$ cat src/rtl/map_redraw_engine.sv
// rtl/map_redraw_engine.sv - streams a background image from ROM into the framebuffer on a redraw game state
// Optional TRANSPARENT_EN: window redraws skip pixels whose colour equals KEY_COLOUR.
module map_redraw_engine #(
  parameter int          SCREEN_W   = 320,
  parameter int          SCREEN_H   = 240,
  parameter int          WIN_W      = 64,
  parameter int          WIN_H      = 48,
  parameter logic [35:0] WIN_X      = {9'd200, 9'd150, 9'd100, 9'd40},
  parameter logic [31:0] WIN_Y      = {8'd16, 8'd60, 8'd100, 8'd140},
  parameter logic [2:0]  KEY_COLOUR = 3'b000
) (
  input  logic        clock,
  input  logic        resetn,
  input  logic [3:0]  gameState,
  output logic [3:0]  rom_sel,
  output logic [16:0] rom_addr,
  input  logic [2:0]  rom_data,
  output logic [8:0]  plot_x,
  output logic [7:0]  plot_y,
  output logic [2:0]  colour,
  output logic        writeEn,
  output logic        doneRedraw
);

  typedef enum logic [2:0] {
    S_IDLE  = 3'd0,
    S_LOAD  = 3'd1,
    S_SCAN  = 3'd2,
    S_FLUSH = 3'd3,
    S_DONE  = 3'd4
  } state_t;

  state_t      r_state;
  logic [3:0]  r_code;
  logic [3:0]  r_sel;
  logic [8:0]  r_org_x;
  logic [7:0]  r_org_y;
  logic [8:0]  r_w;
  logic [7:0]  r_h;
  logic [8:0]  r_cx;
  logic [7:0]  r_cy;
  logic [8:0]  r_px;
  logic [7:0]  r_py;
  logic        r_vld;
  logic        r_done;

  logic        w_is_redraw;
  logic [1:0]  w_k;
  logic [8:0]  w_win_x;
  logic [7:0]  w_win_y;
  logic [8:0]  w_ax;
  logic [7:0]  w_ay;
  logic        w_key;

  assign w_is_redraw = (gameState == 4'd10) || (gameState == 4'd1) || (gameState == 4'd3) ||
                       (gameState == 4'd5)  || (gameState == 4'd7);

  // Odd window codes 1/3/5/7 map to window index 0..3 via bits [2:1].
  assign w_k = r_code[2:1];

  always_comb begin
    w_win_x = WIN_X[8:0];
    w_win_y = WIN_Y[7:0];
    case (w_k)
      2'd0: begin w_win_x = WIN_X[8:0];   w_win_y = WIN_Y[7:0];   end
      2'd1: begin w_win_x = WIN_X[17:9];  w_win_y = WIN_Y[15:8];  end
      2'd2: begin w_win_x = WIN_X[26:18]; w_win_y = WIN_Y[23:16]; end
      default: begin w_win_x = WIN_X[35:27]; w_win_y = WIN_Y[31:24]; end
    endcase
  end

  assign w_ax     = r_org_x + r_cx;
  assign w_ay     = r_org_y + r_cy;
  assign rom_addr = 17'(w_ay) * 17'(SCREEN_W) + 17'(w_ax);

`ifdef TRANSPARENT_EN
  logic r_win;
  // rom_data arrives alongside the registered pixel, so the key test is combinational.
  assign w_key = r_win && (rom_data == KEY_COLOUR);
`else
  assign w_key = 1'b0;
`endif

  always_ff @(posedge clock or negedge resetn) begin
    if (!resetn) begin
      r_state <= S_IDLE;
      r_code  <= '0;
      r_sel   <= '0;
      r_org_x <= '0;
      r_org_y <= '0;
      r_w     <= '0;
      r_h     <= '0;
      r_cx    <= '0;
      r_cy    <= '0;
      r_px    <= '0;
      r_py    <= '0;
      r_vld   <= 1'b0;
      r_done  <= 1'b0;
`ifdef TRANSPARENT_EN
      r_win   <= 1'b0;
`endif
    end else begin
      r_vld <= 1'b0;
      case (r_state)
        S_IDLE: begin
          if (w_is_redraw) begin
            r_code  <= gameState;
            r_state <= S_LOAD;
          end
        end
        S_LOAD: begin
          r_sel <= r_code;
          r_cx  <= '0;
          r_cy  <= '0;
          if (r_code == 4'd10) begin
            r_org_x <= '0;
            r_org_y <= '0;
            r_w     <= 9'(SCREEN_W);
            r_h     <= 8'(SCREEN_H);
          end else begin
            r_org_x <= w_win_x;
            r_org_y <= w_win_y;
            r_w     <= 9'(WIN_W);
            r_h     <= 8'(WIN_H);
          end
`ifdef TRANSPARENT_EN
          r_win <= (r_code != 4'd10);
`endif
          r_state <= S_SCAN;
        end
        S_SCAN: begin
          r_px  <= w_ax;
          r_py  <= w_ay;
          r_vld <= 1'b1;
          if (r_cx == r_w - 9'd1) begin
            r_cx <= '0;
            if (r_cy == r_h - 8'd1) begin
              r_state <= S_FLUSH;
            end else begin
              r_cy <= r_cy + 8'd1;
            end
          end else begin
            r_cx <= r_cx + 9'd1;
          end
        end
        S_FLUSH: begin
          r_done  <= 1'b1;
          r_state <= S_DONE;
        end
        S_DONE: begin
          // Waiting for the game FSM to move on prevents a held code from retriggering.
          if (gameState != r_sel) begin
            r_done  <= 1'b0;
            r_state <= S_IDLE;
          end
        end
        default: r_state <= S_IDLE;
      endcase
    end
  end

  assign rom_sel    = r_sel;
  assign plot_x     = r_px;
  assign plot_y     = r_py;
  assign colour     = r_vld ? rom_data : 3'b000;
  assign writeEn    = r_vld & ~w_key;
  assign doneRedraw = r_done;

endmodule

$ cat config.mk
export PLATFORM = sky130hd
export DESIGN_NAME = map_redraw_engine
export DESIGN_NICKNAME = d
export VERILOG_FILES = /design/src/rtl/map_redraw_engine.sv
export SDC_FILE = /design/constraint.sdc
export NUM_CORES = 1
export LEC_CHECK = 0
export BUFFER_PORTS_ARGS = -buffer_cell sky130_fd_sc_hd__buf_2
export CAP_MARGIN = 30
export CORE_MARGIN = 2
export CORE_UTILIZATION = 40
export CTS_CLUSTER_DIAMETER = 60
export DETAILED_ROUTE_END_ITERATION = 10
export PLACE_DENSITY = 0.65
export SLEW_MARGIN = 30
export SYNTH_ARGS = -nofsm -noshare
export SYNTH_HDL_FRONTEND = slang
export SYNTH_SLANG_ARGS = --single-unit
$ cat constraint.sdc
create_clock -name clock -period 5.16 [get_ports clock]
set_input_delay 1.548 -clock clock [delete_from_list [all_inputs] [get_ports clock]]
set_output_delay 1.548 -clock clock [all_outputs]
set_load 0.05 [all_outputs]
# Word level (Yosys, flattened, before mapping)
# Cells that the tools add are included.
dict set report word_totals {
  regBits 81
  input_bits 9
  output_inout_bits 43
}
dict set report op_classes {
  n_addsub 7
  multipliers 1
  n_eq_ne 20
  mux 20
  reduce_logical 12
}
# operator count
set ops {}
lappend ops {{case mux 8 bit (3 select lines)} 2}
lappend ops {{2-to-1 mux 8 bit} 5}
lappend ops {{2-to-1 mux 9 bit} 2}
lappend ops {{case mux 9 bit (2 select lines)} 1}
lappend ops {{adder 17 x 9 -> 17 bit} 1}
lappend ops {{case mux 8 bit (2 select lines)} 1}
lappend ops {{2-to-1 mux 3 bit} 5}
lappend ops {{case mux 3 bit (5 select lines)} 1}
lappend ops {{multiplier 8 x 3 -> 11 bit, second input constant} 1}
lappend ops {{inequality test 2 bit, second input constant} 5}
lappend ops {{adder 9 x 1 -> 9 bit, second input constant} 1}
lappend ops {{adder 9 bit} 1}
lappend ops {{equality test 9 bit} 1}
lappend ops {{subtractor 9 x 1 -> 9 bit, second input constant} 1}
lappend ops {{adder 8 x 1 -> 8 bit, second input constant} 1}
lappend ops {{adder 8 bit} 1}
lappend ops {{equality test 4 x 3 -> 1 bit, second input constant} 2}
lappend ops {{equality test 4 bit, second input constant} 2}
lappend ops {{equality test 8 bit} 1}
lappend ops {{subtractor 8 x 1 -> 8 bit, second input constant} 1}
lappend ops {{equality test 3 x 2 -> 1 bit, second input constant} 2}
lappend ops {{equality test 4 x 1 -> 1 bit, second input constant} 1}
lappend ops {{equality test 4 x 2 -> 1 bit, second input constant} 1}
lappend ops {{logical OR 1 bit} 4}
lappend ops {{13 further kinds} 16}

# Longest topological paths before layout
dict set report logic_depth {
  depth_word 7
  mapped_depth 16
}

# Least setup slack after synthesis
# OpenSTA, ideal clock, no wires.
dict set report synth_timing {
  path_type {register to output}
  start {register r_cy[2]}
  end {output rom_addr[15]}
  t_arrival_ns 4.271
  setup_slack_ns -0.659
  path_stages_with_launch 12
  cell_sequence {dfrtp_1 > ha_1 > fa_1 > ha_1 > ha_1 > fa_1 > nand2_1 > or4b_1 > or4b_1 > nor3_1 > a211oi_2 > xnor2_1}
}
dict set report synth_via {
  elab_chain_len 3
}
# element line
set synth_rtl {}
lappend synth_rtl {{from (decl)} 41} ;# logic [7:0] r_cy;
lappend synth_rtl {{from (signal assigned)} 140} ;# r_cy <= r_cy + 8'd1;
lappend synth_rtl {{adder 8 bit} 73} ;# assign w_ay = r_org_y + r_cy;
lappend synth_rtl {{net w_ay[3]} 52} ;# logic [7:0] w_ay;
lappend synth_rtl {{multiplier 8 x 3 -> 11 bit} 74} ;# assign rom_addr = 17'(w_ay) * 17'(SCREEN_W) + 17'(w_ax);
lappend synth_rtl {{adder 17 x 9 -> 17 bit} 74}
lappend synth_rtl {{to (decl)} 16} ;# output logic [16:0] rom_addr,
# The timed path passes the listed nets, and every way through them passes these cells.

# Final worst setup path
dict set report layout_timing {
  start {register r_org_y[2]}
  end {output rom_addr[15]}
}
dict set report layout_via {
  elab_chain_len 3
}
# element line
set layout_rtl {}
lappend layout_rtl {{from (decl)} 37} ;# logic [7:0] r_org_y;
lappend layout_rtl {{from (signal assigned)} 122} ;# r_org_y <= w_win_y;
lappend layout_rtl {{adder 8 bit} 73}
lappend layout_rtl {{net w_ay[3]} 52}
lappend layout_rtl {{multiplier 8 x 3 -> 11 bit} 74}
lappend layout_rtl {{adder 17 x 9 -> 17 bit} 74}
# The timed path passes the listed nets, and every way through them passes these cells.

==> results.ini <==
[synth]
ys_seq_area_share_pct=38.50
ys_async_sr_fraction_pct=100.0
synth.most_common_cell=nand2_1
ys.flop_type=dfrtp_1
netlist_area_um2=3835
ys_warn_count=0
post_synth_num_cell_types=50
synth.top_cell.area_share_pct=38.50
synth_fp_nets=471
synth-edff-count=0
synth_common_cells=nand2_1 (77), dfrtp_1 (59), ha_1 (35)
synth_seq_cells=59
syn_avg_cell_area_um2=9.066
postSynthCellCount=423
synth_top_area_cell=dfrtp_1
synth_area_leaders=dfrtp_1 (38%), ha_1 (11%), nand2_1 (7.5%)

[grt]
grt_use_met2_pct=29.55
grt.met3_usage_pct=3.899
top_usage_layer=met2
grt_overflow=0
grt_pass1_vias=3208
antenna_found_initial=0
grt_max_degree=33
grt_use_met1_pct=24.73
grt_use_total_pct=18.26
grt_pass1_wl_mm=14.95

[setup_path]
cp.required_ns=3.61
worst_ep_arrival_time_ns=4.19
r2r_cells=8
path_max_fanout=2
critical_path_class=register to primary output
startpoint_type=register
critPathCaptureType=primary output

[outcome]
violations=negative setup slack
status=complete, but fails checks

[final_layout]
finalInstanceArea_um2=5215
diodes=0
finalNonFillerCells=661
nNetsFinal=577
drive_above_1_share_pct=35.71
fillers=834
area_growth_syn_to_layout_pct=35.99

[clock_tree]
cts.htree.levels=3
cts-root-buf=clkbuf_8
cts_hold_buf=0
clock_path_buffers=2
cts_tree=yes
insertion_delay_ns=0.34
cts_buffers=9
clock-sinks=59
path_clk_slew_ns=0.06

[pwr]
p_comb_share_pct=65.4
p_leak_nw=2.678
p_sw_mw=1.661
pwr-share-seq_pct=21.5
p_sw_share_pct=50.25
peakVddDrop_uv=342.4
clkPwrFrac_pct=13.0
p_int_mw=1.644
powerDensity_nw_per_um2=633.7

[floorplanning]
rows=35
io_pins=52
die_x_um=101.9
die_h_um=101.9
core_um2=9284
start_util_pct=41.31
die_area_um2=10390

[min_path]
holdPathStages=2
min_path_type=register to register

[route]
routedWlPerCell_um=14.95
dr_total_vias=3441
avgViaCountPerCell=5.206
routed_wl_mm=9.882
drt_iter0_drc=144
drtPass1Iterations=5
ant_nets=0
drc=0

[placement]
hpwl_mm=6.703
port_buffers=51
dp.cells=640
gp_congestion=0.8069
pre_cts_ws_ns=-0.4265
place_area_um2=4611

[sta]
layout_setup_ws_ns=-0.5759
finalCritPeriodShare_pct=111.2
relSlewSlack_pct=51.29
holdWs_ns=0.4701
rsz0062_at_grt=yes
final-setup-viol-count=3
clock.fmax_mhz=174.3
clock_skew_ns=0.003851
slew_viol_final=0
fin_crit_ns=5.736
hold_violations=0
tightestPinTransition_ns=0.7307
fin_tns_setup_ns=-0.7451

[job]
cap_violations=0

[power by group through the flow]
stage	registers, mW	logic, mW	clock network (mW)
3_3_place_gp	0.711	1.82	0
6_report	0.712	2.16	0.431
4_1_cts	0.709	1.94	0.442
5_1_grt	0.733	2.33	0.458
3_5_place_dp	0.717	1.85	0
2_1_floorplan	0.907	1.14	0
[worst paths after layout]
kind / startpoint / to / slack, ns
max in group asynchronous: resetn / plot_x[8]$_DFFE_PN0P_ / 3.04
min: plot_y[1]$_DFFE_PN0P_ / plot_y[1]$_DFFE_PN0P_ / 0.47
min in group asynchronous: resetn / plot_y[4]$_DFFE_PN0P_ / 1.26
min reg2reg: plot_y[1]$_DFFE_PN0P_ / plot_y[1]$_DFFE_PN0P_ / 0.47
max reg2reg: r_state[2]$_DFFE_PN0P_ / r_cy[5]$_DFFE_PN0P_ / 2.59
max: r_org_y[2]$_DFFE_PN0P_ / rom_addr[15] / -0.58
[state kept, by name, indices dropped and copies added (netlist names)]
signal and count:
r_cx 9, writeEn 1, doneRedraw 1, r_cy 8
r_org_y 6, r_code 4, r_w 1, r_h 1
r_org_x 4, r_state 3, rom_sel 4, plot_y 8
plot_x 9
[cell type report]
cell class,instances,area [um2],area share (%)
multi-input cells,326,2550,48.90
flip-flops and latches,59,1479,28.36
repair buffers,114,753.2,14.44
clock buffers,12,165.2,3.167
well taps,129,161.4,3.095
inverters,19,71.32,1.368
clock inverters,2,35.03,0.6718
[kinds of logic (layout without fill, tap and decap cells)]
group | after synthesis | in the layout | synth area share, %
XOR/XNOR | 34 | 34 | 7.765
adder cells (fa/ha/maj) | 39 | 39 | 13.51
AND/OR/NAND/NOR | 163 | 163 | 20.78
flip-flops | 59 | 59 | 38.50
buffers and inverters | 38 | 147 | 4.307
multiplexers | 4 | 4 | 1.142
AO/OA/AOI/OAI | 86 | 86 | 14.00
[metal layers]
metal | up-vias | wire (um)
met5 | - | 0
met4 | 0 | 143
met3 | 15 | 393
met2 | 75 | 4830
met1 | 1676 | 4514
li1 | 1675 | -
[critical path: stages (launching register included)]
cell,delay [ns]
dfrtp_1,0.38
ha_2,0.20
fa_2,0.58
ha_4,0.22
ha_4,0.16
fa_1,0.42
xor2_1,0.20
or4b_4,0.49
or4b_4,0.54
a211oi_4,0.34
xnor2_4,0.15
buf_6,0.17
[metrics by stage]
step / total power, mW / util, %
after floorplan: 2.047 / -
after global placement: 2.532 / 49.66
after detailed placement: 2.564 / 49.66
after CTS: 3.087 / 53.17
after global routing: 3.523 / 56.17
final: 3.305 / 56.17
[timing repair]
action,in CTS,in global routing
resized for setup,24,42
endpoints found under the setup margin,4,5
setup buffers,2,5
pin swaps,14,34
[placed cells by master, fill, tap and decap left out, types with 5 or more instances in the layout]
cell       n
buf_4     63
nand3_1   10
o21ai_0   29
dfrtp_1   57
nand4_1    7
clkbuf_8  12
nor2_1    21
nand2_1   76
ha_4      10
ha_1      23
a21oi_2    9
o31ai_1    5
a21oi_1    8
xnor2_1    5
and3_1     6
xor2_1    23
inv_1     18
a21o_1     8
buf_2     47
Power figures use the tool's default switching activity.
